$ cat config.mk
export PLATFORM = sky130hd
export DESIGN_NAME = tank_level_encoder
export DESIGN_NICKNAME = d
export VERILOG_FILES = /design/src/rtl/tank_level_encoder.sv
export SDC_FILE = /design/constraint.sdc
export NUM_CORES = 1
export LEC_CHECK = 0
export ABC_AREA = 1
export CORE_UTILIZATION = 50
export DETAILED_ROUTE_END_ITERATION = 6
export GPL_TIMING_DRIVEN = 0
export PLACE_DENSITY = 0.84
export SLEW_MARGIN = 10
export SYNTH_ARGS = -nofsm -noshare
export SYNTH_HDL_FRONTEND = slang
export SYNTH_SLANG_ARGS = --single-unit
$ cat constraint.sdc
create_clock -name clk -period 3.6 [get_ports clk]
set_input_delay 0.36 -clock clk [delete_from_list [all_inputs] [get_ports clk]]
set_output_delay 0.36 -clock clk [all_outputs]
set_load 0.005 [all_outputs]
$ cat src/rtl/tank_level_encoder.sv
// tank_level_encoder
//   Reservoir model and three-probe sensor encoder. Integrates fill/drain
//   commands once per prescaler tick into a saturating water level, encodes
//   the level as the H/M/L thermometer code and qualifies it with ct once
//   the pattern has been stable for SETTLE ticks. fault_sel injects illegal
//   probe patterns (or freezes the level) for exercising the downstream
//   decoder.
// Ports
//   clk        in   system clock, rising edge
//   rst_n      in   asynchronous active-low reset
//   fill_en    in   inlet valve open, sampled on tick
//   drain_en   in   irrigation pump on, sampled on tick
//   fault_sel  in   0 none, 1 H stuck-1, 2 L stuck-0, 3 freeze level
//   H, M, L    out  registered probe outputs
//   ct         out  probe pattern settled / valid
//   level      out  current level
//   overflow   out  1-cycle pulse when a tick was clipped at MAX_LEVEL
//   dry        out  level == 0
module tank_level_encoder #(
  parameter int LEVEL_W    = 8,
  parameter int MAX_LEVEL  = 200,
  parameter int L_TH       = 50,
  parameter int M_TH       = 100,
  parameter int H_TH       = 150,
  parameter int FILL_RATE  = 2,
  parameter int DRAIN_RATE = 1,
  parameter int TICK_DIV   = 1000,
  parameter int SETTLE     = 3
) (
  input  logic               clk,
  input  logic               rst_n,
  input  logic               fill_en,
  input  logic               drain_en,
  input  logic [1:0]         fault_sel,
  output logic               H,
  output logic               M,
  output logic               L,
  output logic               ct,
  output logic [LEVEL_W-1:0] level,
  output logic               overflow,
  output logic               dry
);

  localparam int CNT_W = (TICK_DIV > 1) ? $clog2(TICK_DIV) : 1;
  localparam int ST_W  = $clog2(SETTLE + 1);
  localparam int SUM_W = LEVEL_W + 2;

  localparam logic signed [SUM_W-1:0] FILL_S  = SUM_W'(FILL_RATE);
  localparam logic signed [SUM_W-1:0] DRAIN_S = SUM_W'(DRAIN_RATE);
  localparam logic signed [SUM_W-1:0] MAX_S   = SUM_W'(MAX_LEVEL);

  typedef enum logic {SETTLING, VALID} state_e;

  logic [CNT_W-1:0]   cnt_q, cnt_d;
  logic               tick;
  logic [LEVEL_W-1:0] level_q, level_d;
  logic               overflow_q, overflow_d;
  logic [2:0]         hml_q, hml_d;
  logic [ST_W-1:0]    settle_q, settle_d;
  state_e             state_q, state_d;
  logic signed [SUM_W-1:0] sum;

  // Prescaler
  always_comb begin
    tick  = (cnt_q == CNT_W'(TICK_DIV - 1));
    cnt_d = tick ? '0 : cnt_q + 1'b1;
  end

  // Level integration; sum is signed so a drain below zero clips cleanly
  always_comb begin
    sum = $signed({2'b00, level_q})
        + (fill_en  ? FILL_S  : '0)
        - (drain_en ? DRAIN_S : '0);
    level_d    = level_q;
    overflow_d = 1'b0;
    if (tick && fault_sel != 2'd3) begin
      if (sum > MAX_S) begin
        level_d    = LEVEL_W'(MAX_LEVEL);
        overflow_d = 1'b1;
      end else if (sum < 0) begin
        level_d = '0;
      end else begin
        level_d = sum[LEVEL_W-1:0];
      end
    end
  end

  // Probe encoding from the registered level, then fault forcing
  always_comb begin
    hml_d = {level_q >= LEVEL_W'(H_TH),
             level_q >= LEVEL_W'(M_TH),
             level_q >= LEVEL_W'(L_TH)};
    if (fault_sel == 2'd1) hml_d[2] = 1'b1;
    if (fault_sel == 2'd2) hml_d[0] = 1'b0;
  end

  always_ff @(posedge clk or negedge rst_n) begin
    if (!rst_n) begin
      cnt_q      <= '0;
      level_q    <= '0;
      overflow_q <= 1'b0;
      hml_q      <= '0;
    end else begin
      cnt_q      <= cnt_d;
      level_q    <= level_d;
      overflow_q <= overflow_d;
      hml_q      <= hml_d;
    end
  end

  // FSM: state register
  always_ff @(posedge clk or negedge rst_n) begin
    if (!rst_n) begin
      state_q  <= SETTLING;
      settle_q <= '0;
    end else begin
      state_q  <= state_d;
      settle_q <= settle_d;
    end
  end

  // FSM: next state. Change is detected on hml_d so ct falls on the same
  // edge that the new pattern becomes visible on H/M/L.
  always_comb begin
    state_d  = state_q;
    settle_d = settle_q;
    if (hml_d != hml_q) begin
      state_d  = SETTLING;
      settle_d = '0;
    end else if (state_q == SETTLING && tick) begin
      if (settle_q == ST_W'(SETTLE - 1)) begin
        state_d  = VALID;
        settle_d = '0;
      end else begin
        settle_d = settle_q + 1'b1;
      end
    end
  end

  // FSM: outputs
  always_comb begin
    ct = (state_q == VALID);
  end

  assign H        = hml_q[2];
  assign M        = hml_q[1];
  assign L        = hml_q[0];
  assign level    = level_q;
  assign overflow = overflow_q;
  assign dry      = (level_q == '0);

endmodule
Word-level counts from Yosys, hierarchy flattened
Index checks and enable logic that the tools add are counted.
Widths: inputs -> output; s select.
- $add $sub $neg: 4
- $lt $le $gt $ge: 5
- equal/unequal tests: 6
- muxes and demuxes: 15
- bitwise logic cells: 1
- reduce and logical (&&, ||, !) cells: 6
- operators by type and width (cell ; number):
    $mux 8 ; 2
    $add 10x1->10 const B ; 1
    $eq 10x10->1 const B ; 1
    $gt 10x9->1 const B ; 1
    $lt 10x1->1 const B ; 1
    $mux 10 ; 1
    $sub 9x1->10 ; 1
    $add 8x2->9 ; 1
    $ge 8x6->1 const B ; 1
    $ge 8x7->1 const B ; 1
    $ge 8x8->1 const B ; 1
    $logic_not 8->1 ; 1
    $mux 1 ; 8
    $mux 2 ; 4
    $eq 2x2->1 const B ; 2
    $reduce_bool 2->1 ; 2
    $ne 3x3->1 ; 1
    $add 2x1->2 const B ; 1
    $eq 2x1->1 const B ; 1
    $logic_and 1x1->1 ; 2
    $ne 2x2->1 const B ; 1
    $reduce_and 2->1 ; 1
    $not 1->1 ; 1
- flip-flop bits (word level): 25
- output and inout port bits: 14

Longest topological paths before layout
- depth in word-level cells: 6
- depth in mapped cells: 15
- depth with buffers taken out: 15

Least setup slack after synthesis
Ideal clock, no wire load.
- path kind: register to register
- from: reg level_q[1] (netlist: level[1])
- to: reg level_q[7] (netlist: level[7])
- data arrival time: 2.076 ns
- data required time: 3.479 ns
- setup slack: 1.403 ns
- stages on the path, launching flop included: 16
- path buffers: 0
- clock period less this slack: 2.197 ns
- path through: dfrtp_1 inv_1 ha_1 inv_1 ha_1 fa_1 nand2_1 nand2_1 nand2_1 nand2_1 nand2_1 nand3_1 nand3_2 nand2_1 nand2_1 nand2_1
- cells in the longest elaborated chain, start to end: 5
- elaborated cells on any way between the ends: 6
- classes of those cells: 2 x add/sub; 2 x order compare; 2 x mux
- RTL lines (element ; RTL line ; text):
    start: declaration ; 56 ; logic [LEVEL_W-1:0] level_q, level_d;
    start signal: assignment ; 105 ; level_q <= level_d;
    $add 8x2->9 * ; 72 ; + (fill_en ? FILL_S : '0)
    $sub 9x1->10 * ; 73 ; - (drain_en ? DRAIN_S : '0);
    $lt 10x1->1 ; 80 ; end else if (sum < 0) begin
    $mux 8 ; 80 ;
    $mux 8 * ; 77 ; if (sum > MAX_S) begin
Mark *: on every way between the ends. The rest lies on a longest branch, timed or not.
A chain may end at the register's enable or synchronous reset.

Worst setup path after layout
Same ends and word-level chain as after synthesis.

==> results by group <==
Status
  – Status: finished clean

Logic synthesis
  – Mapped Nets: 283
  – Cell Area, Synth: 0.00188 sq mm
  – Unique masters post-synth: 29
  – Synth area leader: dfrtp_1
  – Mapped Avg Cell Area: 7.40 sq um
  – Synthesis-stage register bit count: 25
  – Synth warn: 0
  – Area share of the largest cell type after synthesis: 33.3%
  – Area contributors post-synth: dfrtp_1 (33%), ha_1 (15%), nand2_1 (12%)
  – Syn Inst Count: 254
  – Seq/Total Area, Yosys: 33.3%

Worst setup path
  – CP max-delay cell: dfrtp_1
  – Crit path max fanout: 7
  – Worst path max stage delay: 0.47 ns
  – Worst Path Buf+Inv: 2
  – Crit-path leading delay family: adder cells
  – Setup crit end kind: flip-flop
  – CP most frequent cell: nand2_1
  – R2r startpoint: level[1]$_DFFE_PN0P_
  – CP Cell Sequence: inv_1 -> ha_1 -> inv_1 -> ha_1 -> fa_1 -> nand2_1 -> nand2_1 -> nand3_2 -> nand2_1 -> nand2_1 -> nand2_1 -> nand3_2 -> nand2_1 -> nand2_1 -> nand2_1
  – Setup CP Type: reg -> reg
  – Worst setup SP type: flip-flop
  – Setup crit start: level[1]$_DFFE_PN0P_
  – Data arrival, critical path: 2.67 ns
  – Crit path required time: 3.77 ns

Floorplanning
  – Die width: 63.3 microns
  – Initial Util: 54.2%
  – Die ar.: 0.00401 sq mm
  – I/O Pins: 20
  – Die H: 63.3 microns
  – FP Rows: 21
  – Core area: 0.00347 sq mm

Clock tree
  – Post-CTS setup buffers: 0
  – Total CTS buffers: 3
  – CTS max path bufs: 2
  – CTS tree: yes
  – H-tree depth: 1
  – Post_cts resized: 0
  – Root Buffer: clkbuf_8
  – Clk Latency, worst-skew pair: 0.28 ns
  – Clk slew on worst S/H paths: 0.09 ns
  – Hold_buf cts: 0
  – CTS sink count: 25

Placement
  – Port bufs: 19
  – Gpl congestion: 0.904
  – Detailed Place HPWL: 3040 microns

STA
  – Fin crit period: 2.50 ns
  – Min Hold Slack: 0.474 ns
  – Final count of hold timing violations: 0
  – Setup-failing EPs final: 0
  – Slew Limit Fails: 0
  – Worst slew pin tran: 1.08 ns
  – Fmax: 399 MHz
  – Final Cycle Share: 69.5%
  – Relative slew slack: 27.7%
  – Worst Clk Skew: 0.00315 ns
  – Setup TNS: 0 ns
  – RSZ-0062 raised after global routing: no

GRT
  – Largest net degree at the start of global routing: 26
  – Total GRT Usage: 21.3%
  – Vias in the first global route: 1510
  – First-pass GRT wire length: 6610 microns
  – GRT overflow: 0
  – Initial antenna violation count: 0

Layout
  – Final design utilization: 62.7%
  – Share of layout cells above drive strength 1: 6.86%
  – Most common cell after layout, fill and taps aside: nand2_1
  – Most frequent cells in the layout: nand2_1 (61), inv_1 (45), nor2_1 (29), dfrtp_1 (25), nand3_1 (24)
  – N_diodes: 0
  – Nets@finish: 307
  – Synth-to-layout area growth: 15.6%

Detailed routing
  – Initial DRC count: 93
  – Drt total wl: 3830 microns
  – Post-route ant nets: 0
  – Vias post-DR: 1627
  – DRT Pass-1 Iters: 4
  – DR DRC count: 0
  – Vias per cell: 5.04
  – Wire per inst: 11.9 microns

Power and ir drop
  – Power Dens Cells: 228 mW/mm^2
  – VDD IR-drop max: 0.293 mV
  – P_sw: 119 uW
  – Clock Power Share: 34.1%
  – Switching Share: 24.1%
  – Logic gate share of total power: 9.0%
  – P_leak: 1.19 nW
  – P_int: 376 uW
  – Flop pwr share: 56.9%

Min path
  – HP Class: reg -> reg
  – HP Start: cnt_q[0]$_DFF_PN0_

Job
  – Max cap viols: 0
==> layout make-up <==
type / count / area [sq um]
Fill cell: 319 / 1290
Multi-Input combinational cell: 182 / 1080
Sequential cell: 25 / 626
Timing Repair Buffer: 19 / 190
Inverter: 47 / 176
Tap cell: 46 / 57.6
Clock buffer: 3 / 41.3
Clock inverter: 1 / 5.00
==> sequential cells by signal, summed over array words and instances, names as in the netlist <==
| name | flops |
|---|---|
| cnt_q | 10 |
| hml_q | 3 |
| overflow | 1 |
| ct | 1 |
| level | 8 |
| settle_q | 2 |
==> metal layers <==
layer	global-route usage, %	up-vias	wire, microns
li1	-	851	-
met1	27.8	731	1830
met2	34.4	37	1760
met3	4.89	8	185
met4	7.39	0	59
met5	0	-	0
==> worst reg2reg max path: stages, from the launching register on <==
cell and delay (ns):
dfrtp_1 0.47, inv_1 0.10, ha_1 0.28, inv_1 0.04, ha_1 0.23, fa_1 0.41
nand2_1 0.09, nand2_1 0.09, nand3_2 0.10, nand2_1 0.06, nand2_1 0.07, nand2_1 0.09
nand3_2 0.14, nand2_1 0.07, nand2_1 0.10, nand2_1 0.07
==> cell usage after synthesis <==
library cell and n:
nand2_1 61, inv_1 45, nor2_1 29, dfrtp_1 25, nand3_1 24, ha_1 22, a21oi_1 9, nand4_1 6
o21ai_0 4, nand2_2 3, nand3_2 3, inv_2 2, nand3b_1 2, nor2_2 2, o21bai_1 2, xor2_1 2
a211oi_1 1, a22oi_1 1, a2bb2oi_1 1, a31o_2 1, fa_1 1, nand2b_4 1, nand3_4 1, nor3_1 1
nor3_4 1, o21a_1 1, o21ai_1 1, or2_2 1, xnor2_1 1
==> power groups by stage <==
stage,clock [mW],sequential (mW),combinational (mW)
after floorplan,0,0.287,0.0265
after global placement,0,0.287,0.0436
after detailed placement,0,0.287,0.0442
after CTS,0.173,0.282,0.0446
after global routing,0.182,0.282,0.0510
final,0.169,0.282,0.0446
==> worst paths after layout <==
kind	cells after the start	endpoint	slack [ns]
max	15	level[7]$_DFFE_PN0P_	1.10
min reg2reg	1	cnt_q[0]$_DFF_PN0_	0.47
max in group asynchronous	1	settle_q[0]$_DFFE_PN0P_	2.29
max reg2reg	15	level[7]$_DFFE_PN0P_	1.10
min	1	cnt_q[0]$_DFF_PN0_	0.47
min in group asynchronous	1	cnt_q[5]$_DFF_PN0_	0.66
==> cell families after synthesis <==
kind of cell	after synthesis	share of synthesized area, %
simple gates	135	33.6
buf+inv	47	9.39
flops	25	33.3
fa+ha+maj	23	15.7
compound gates	21	6.66
xor+xnor	3	1.40
==> through the flow <==
| step | power [mW] | worst slack, ns | cells | area, sq um |
|---|---|---|---|---|
| 6_report | 0.495 | 1.10 | 323 | 2170 |
| 4_1_cts | 0.499 | 1.13 | 323 | 2170 |
| 3_5_place_dp | 0.331 | 0.846 | 319 | 2130 |
| 2_1_floorplan | 0.314 | 1.40 | 254 | 1880 |
| 3_3_place_gp | 0.331 | 0.844 | 319 | 2130 |
| 5_1_grt | 0.515 | 0.897 | 323 | 2170 |
No activity file was read; power rests on OpenSTA's default activity.
